## config.mk

```make
export PLATFORM = sky130hd
export DESIGN_NAME = cfu_issue
export DESIGN_NICKNAME = d
export VERILOG_FILES = /design/src/rtl/cfu_pkg.sv /design/src/rtl/cfu_watchdog.sv /design/src/rtl/cfu_issue.sv
export SDC_FILE = /design/constraint.sdc
export NUM_CORES = 1
export LEC_CHECK = 0
export CAP_MARGIN = 20
export CORE_MARGIN = 1
export CORE_UTILIZATION = 35
export DETAILED_ROUTE_END_ITERATION = 10
export PLACE_DENSITY_LB_ADDON = 0.25
export SYNTH_ARGS = -nofsm -noshare
export SYNTH_HDL_FRONTEND = slang
export SYNTH_HIERARCHICAL = 1
export SYNTH_SLANG_ARGS = --single-unit
```

## constraint.sdc

```tcl
create_clock -name clk_i -period 3.5 [get_ports clk_i]
set_input_delay 0.525 -clock clk_i [delete_from_list [all_inputs] [get_ports clk_i]]
set_output_delay 0.525 -clock clk_i [all_outputs]
set_load 0.02 [all_outputs]
```

## src/rtl/cfu_pkg.sv

```systemverilog
// rtl/cfu_pkg.sv - shared types and widths for the CFU issue front-end
// Purpose: FSM state enum, datapath widths and the registered request struct
//          used by cfu_issue and cfu_watchdog.
package cfu_pkg;

    localparam int CFU_CTRL_W = 10;
    localparam int XLEN       = 32;
    localparam int REG_ADDR_W = 5;

    typedef enum logic [2:0] {
        ST_IDLE,
        ST_ISSUE,
        ST_WAIT,
        ST_DONE,
        ST_DRAIN
    } cfu_state_e;

    typedef struct packed {
        logic [CFU_CTRL_W-1:0] ctrl;
        logic [XLEN-1:0]       src1;
        logic [XLEN-1:0]       src2;
        logic [REG_ADDR_W-1:0] rd;
    } cfu_req_t;

endpackage

```

## src/rtl/cfu_watchdog.sv

```systemverilog
// rtl/cfu_watchdog.sv - cycle counter that flags a hung CFU operation
// Purpose: counts cycles while count_en_i is high, restarts on clear_i.
// Ports:   clk_i, rst_i (async, active-high), clear_i, count_en_i,
//          expired_o (high in the cycle the count steps up to LIMIT).
module cfu_watchdog #(
    parameter int LIMIT = 256
) (
    input  logic clk_i,
    input  logic rst_i,
    input  logic clear_i,
    input  logic count_en_i,
    output logic expired_o
);

    localparam int CNT_W = $clog2(LIMIT + 1);

    logic [CNT_W-1:0] cnt_q, cnt_d;

    // Saturates at LIMIT so a long stall never wraps back to zero.
    always_comb begin
        cnt_d = cnt_q;
        if (clear_i) begin
            cnt_d = '0;
        end else if (count_en_i && (cnt_q != CNT_W'(LIMIT))) begin
            cnt_d = cnt_q + CNT_W'(1);
        end
    end

    always_ff @(posedge clk_i or posedge rst_i) begin
        if (rst_i) begin
            cnt_q <= '0;
        end else begin
            cnt_q <= cnt_d;
        end
    end

    // Flag the cycle whose increment makes the count reach LIMIT, so the
    // owner leaves its state exactly LIMIT cycles after entering it.
    assign expired_o = count_en_i && (cnt_q == CNT_W'(LIMIT - 1));

endmodule

```

## src/rtl/cfu_issue.sv

```systemverilog
// rtl/cfu_issue.sv - issue/retire front-end between execute stage and CFU
// Purpose: accepts one CFU instruction, registers its operands, pulses the
//          CFU enable, waits out the CFU stall and holds the result until
//          writeback takes it. Optional watchdog under macro CFU_TIMEOUT_EN.
// Ports:   clk_i, rst_i (async, active-high)
//          in_valid_i/in_ready_o, in_ctrl_i, in_src1_i, in_src2_i, in_rd_i
//          flush_i
//          cfu_en_o, cfu_ctrl_o, cfu_src1_o, cfu_src2_o, cfu_stall_i, cfu_rslt_i
//          wb_valid_o/wb_ready_i, wb_rd_o, wb_data_o, wb_err_o
//          busy_o
module cfu_issue
    import cfu_pkg::*;
#(
    parameter int TIMEOUT_CYCLES = 256
) (
    input  logic                  clk_i,
    input  logic                  rst_i,
    input  logic                  in_valid_i,
    output logic                  in_ready_o,
    input  logic [CFU_CTRL_W-1:0] in_ctrl_i,
    input  logic [XLEN-1:0]       in_src1_i,
    input  logic [XLEN-1:0]       in_src2_i,
    input  logic [REG_ADDR_W-1:0] in_rd_i,
    input  logic                  flush_i,
    output logic                  cfu_en_o,
    output logic [CFU_CTRL_W-1:0] cfu_ctrl_o,
    output logic [XLEN-1:0]       cfu_src1_o,
    output logic [XLEN-1:0]       cfu_src2_o,
    input  logic                  cfu_stall_i,
    input  logic [XLEN-1:0]       cfu_rslt_i,
    output logic                  wb_valid_o,
    input  logic                  wb_ready_i,
    output logic [REG_ADDR_W-1:0] wb_rd_o,
    output logic [XLEN-1:0]       wb_data_o,
    output logic                  wb_err_o,
    output logic                  busy_o
);

    cfu_state_e      state_q, state_d;
    cfu_req_t        req_q, req_d;
    logic [XLEN-1:0] data_q, data_d;
    logic            timeout;
    logic            accept;
    logic            capture;

`ifdef CFU_TIMEOUT_EN
    logic err_q, err_d;

    // Any state change restarts the count, which covers entry into both
    // WAIT and DRAIN (including WAIT -> DRAIN on a flush).
    cfu_watchdog #(
        .LIMIT(TIMEOUT_CYCLES)
    ) u_watchdog (
        .clk_i     (clk_i),
        .rst_i     (rst_i),
        .clear_i   (state_d != state_q),
        .count_en_i((state_q == ST_WAIT) || (state_q == ST_DRAIN)),
        .expired_o (timeout)
    );

    // A capture with stall still high can only be a timeout.
    always_comb begin
        err_d = err_q;
        if (capture) begin
            err_d = cfu_stall_i;
        end
    end

    always_ff @(posedge clk_i or posedge rst_i) begin
        if (rst_i) begin
            err_q <= 1'b0;
        end else begin
            err_q <= err_d;
        end
    end

    assign wb_err_o = err_q;
`else
    logic unused_timeout_cfg;
    assign unused_timeout_cfg = |TIMEOUT_CYCLES;
    assign timeout            = 1'b0;
    assign wb_err_o           = 1'b0;
`endif

    // State register
    always_ff @(posedge clk_i or posedge rst_i) begin
        if (rst_i) begin
            state_q <= ST_IDLE;
        end else begin
            state_q <= state_d;
        end
    end

    // Next-state logic
    always_comb begin
        state_d = state_q;
        case (state_q)
            ST_IDLE:  if (in_valid_i && !flush_i) state_d = ST_ISSUE;
            ST_ISSUE: state_d = flush_i ? ST_DRAIN : ST_WAIT;
            ST_WAIT: begin
                // A flush with the result already present needs no drain.
                if (flush_i) begin
                    state_d = cfu_stall_i ? ST_DRAIN : ST_IDLE;
                end else if (!cfu_stall_i || timeout) begin
                    state_d = ST_DONE;
                end
            end
            ST_DONE:  if (wb_ready_i || flush_i) state_d = ST_IDLE;
            ST_DRAIN: if (!cfu_stall_i || timeout) state_d = ST_IDLE;
            default:  state_d = ST_IDLE;
        endcase
    end

    // Output decode: every output comes from a register, never from cfu_*_i.
    always_comb begin
        in_ready_o = (state_q == ST_IDLE);
        busy_o     = (state_q != ST_IDLE);
        cfu_en_o   = (state_q == ST_ISSUE);
        wb_valid_o = (state_q == ST_DONE);
    end

    // Request and result registers
    always_comb begin
        accept  = (state_q == ST_IDLE) && in_valid_i && !flush_i;
        capture = (state_q == ST_WAIT) && !flush_i && (!cfu_stall_i || timeout);
        req_d   = req_q;
        data_d  = data_q;
        if (accept) begin
            req_d.ctrl = in_ctrl_i;
            req_d.src1 = in_src1_i;
            req_d.src2 = in_src2_i;
            req_d.rd   = in_rd_i;
        end
        // A real result wins over a timeout landing in the same cycle.
        if (capture) begin
            data_d = cfu_stall_i ? '0 : cfu_rslt_i;
        end
    end

    always_ff @(posedge clk_i or posedge rst_i) begin
        if (rst_i) begin
            req_q  <= '0;
            data_q <= '0;
        end else begin
            req_q  <= req_d;
            data_q <= data_d;
        end
    end

    assign cfu_ctrl_o = req_q.ctrl;
    assign cfu_src1_o = req_q.src1;
    assign cfu_src2_o = req_q.src2;
    assign wb_rd_o    = req_q.rd;
    assign wb_data_o  = data_q;

endmodule
```

==> flow_summary.yaml <==
route:
  wl_per_cell_um: 15.8
  vias: 3050
  drc: 0
  drtIter0Drc: 113
  dr.pass1.iters: 4
  viasPerCell: 4.46
  routed_wl_um: 10800
  drtAntennaViolNets: 0
floorplanning:
  die_x_um: 114
  initial_core_util_pct: 36.3
  fp-row-count: 40
  dieArea_um2: 13000
  die_y_um: 114
  boundaryPins: 233
  core_um2: 12100
clocking:
  post_cts_resize_count: 0
  clk_latency_ns: 0.41
  cts_tree: "built"
  clock-sinks: 114
  cts_setup_buffers: 0
  cts_buffers: 17
  cts_htree_levels: 4
  clock_path_buffers: 2
  root_buffer: "clkbuf_16"
  cts-hold-fix-buffers: 0
  clk_pin_slew_worst_paths_ns: 0.05
power:
  ir_drop_uv: 508
  power_per_cell_area_nw_per_um2: 863
  pwr-share-seq_pct: 33.6
  p_int_mw: 4.39
  leakage_nw: 3.13
  combPwrFrac_pct: 41.9
  switching_share_pct: 31.6
  switchingPower_mw: 2.03
  p_clk_share_pct: 24.5
timing:
  setup_ws_ns: 0.974
  max_slew.worst_pin.slew_ns: 0.633
  relSlewSlack_pct: 57.8
  rsz0062_at_grt: "no"
  fmax_mhz: 396
  slew_violations: 0
  finalHoldViolations: 0
  finalCriticalPeriod_ns: 2.53
  setup_viol: 0
  clock_skew_ns: 0.00777
  finalCritPeriodShare_pct: 72.2
  setup_tns_ns: 0
synthesis:
  synth_top_family_by_area: "multiplexers"
  syn_area_per_cell_um2: 16.8
  synth.area.top_cells: "dfrtp_1 65%, mux2_2 25%, mux2_4 3.4%"
  ys_seq_area_share_pct: 64.9
  synth-compound-area-share_pct: 0.769
  synth_edf_count: 0
  synthCells: 261
  syn_area_um2: 4390
  async_flop_share_pct: 100
  yosysUniqueCellTypes: 23
  synth-xor-area-share_pct: 0
  syn_nets: 378
  synth.most_common_cell: "dfrtp_1"
  yosys_most_used_dff: "dfrtp_1"
  synth_top_area_share_pct: 64.9
  yosysWarnings: 6
  synth_mux_area_share_pct: 29.5
  synth_largest_area_cell: "dfrtp_1"
  synth-simple-area-share_pct: 1.94
  synth_fa_ha_area_share_pct: 0
  synth_common_cells: "114 x dfrtp_1, 97 x mux2_2, 10 x mux2_4"
  ys_ff_latch: 114
hold_path:
  holdCritStartpoint: "wb_data_o[25]$_DFFE_PP0P_"
  hold_path_class: "register to register"
  holdPathStages: 1
grt:
  grt_pass1_wl_um: 16800
  grt_max_degree: 115
  gr-total-overflow: 0
  antenna_found_initial: 0
  grt_pass1_vias: 3350
  track_usage_pct: 17.3
cells_and_area:
  drive_gt1_share_pct: 28.1
  diodes: 0
  fin_nets: 620
  nFillCells: 962
  regArea_um2: 2850
  multi_input_area_um2: 1430
  areaGrowthSynthToFinish_pct: 69.2
worst_setup_path:
  critPathRequiredTime_ns: 2.97
  setup.worst_path.start: "state_q[0]$_DFFE_PP0P_"
  crit_arrival_ns: 2.00
  startpoint_type: "register"
  crit_path_max_fanout: 8
  path_class: "register to output pin"
  r2r_cells: 4
  r2r-start: "state_q[2]$_DFFE_PP0P_"
  end_kind: "output pin"
placed_design:
  gp_congestion: 0.708
  hpwl_um: 7800
  io_buffers: 231
  dp_slack_ns: 0.942
status:
  status: "completed"
flow_run:
  cap_violations: 0
## placed cells by master, fill, tap and decap left out, drive strengths merged
cell type      Yosys  routed
a21oi              1       1
buf               14       6
nand3              1       1
clkinvlp           0       2
clkbuf             0      29
nor4               1       1
nor2               3       3
nand2b             2       2
nor3b              1       1
mux2i              1       1
mux2             111     111
conb               1       1
nand2              2       2
nor3               2       2
o21a               1       1
o21ai              1       1
dfrtp            114     114
clkinv             0       2
a32o               1       1
inv                3       2
a31oi              1       1
clkdlybuf4s50      0     231
## worst max-delay path, stage by stage (launching register included)
cell             delay (ns)
dfrtp_1                0.50
inv_1                  0.12
nor3_1                 0.29
clkdlybuf4s50_1        0.69
## layout make-up
type	count	area share (%)
Clock buffer	29	7.27
Timing Repair Buffer	237	31.9
Tap cell	168	2.83
Inverter	3	0.202
Sequential cell	114	38.4
Multi-Input combinational cell	130	19.2
Clock inverter	3	0.236
## power by group through the flow
stage               combinational (mW)  sequential (mW)  clock, mW
CTS                               2.72             2.16       1.63
global route                      2.82             2.23       1.70
finish                            2.69             2.16       1.57
global placement                  2.67             2.15          0
detailed placement                2.71             2.17          0
floorplan                        0.644             2.82          0
## kinds of logic (layout without fill, tap and decap cells)
kind of cell	count (synthesis)	in the layout
compound gates	5	5
other cells	1	1
flops	114	114
simple gates	12	12
mux	112	112
buf+inv	17	272
## path summary, 6_finish.rpt
kind	endpoint	slack, ns
setup / recovery	cfu_en_o	0.97
hold / removal	wb_data_o[25]$_DFFE_PP0P_	0.49
setup reg to reg	cfu_ctrl_o[0]$_DFFE_PP0P_	1.58
hold reg to reg	wb_data_o[25]$_DFFE_PP0P_	0.49
max in group asynchronous	wb_data_o[29]$_DFFE_PP0P_	2.39
min in group asynchronous	wb_data_o[30]$_DFFE_PP0P_	0.59
## registers in the layout, indices dropped and copies added (netlist names)
| signal | count |
|---|---|
| cfu_src2_o | 32 |
| wb_rd_o | 5 |
| cfu_src1_o | 32 |
| cfu_ctrl_o | 10 |
| wb_data_o | 32 |
| state_q | 3 |
## metrics by stage
stage               power, mW  hold slack [ns]  utilization [%]  cell area (um2)  cells
global placement         4.82            0.467             56.8             6880    652
floorplan                3.46            0.550                -             4400    261
global route             6.74            0.503             61.4             7430    684
detailed placement       4.88            0.474             56.8             6880    652
finish                   6.42            0.486             61.4             7430    684
CTS                      6.51            0.485             61.4             7430    684
## metal layers
metal  part of all wire (%)  track usage [%]  up-vias
met5                      0                0        -
met4                    2.2             8.31        0
met3                    9.2             7.83       17
met2                     53             30.0      128
met1                     36             17.7     1499
li1                       -                -     1406
No activity file was read; power rests on OpenSTA's default activity.
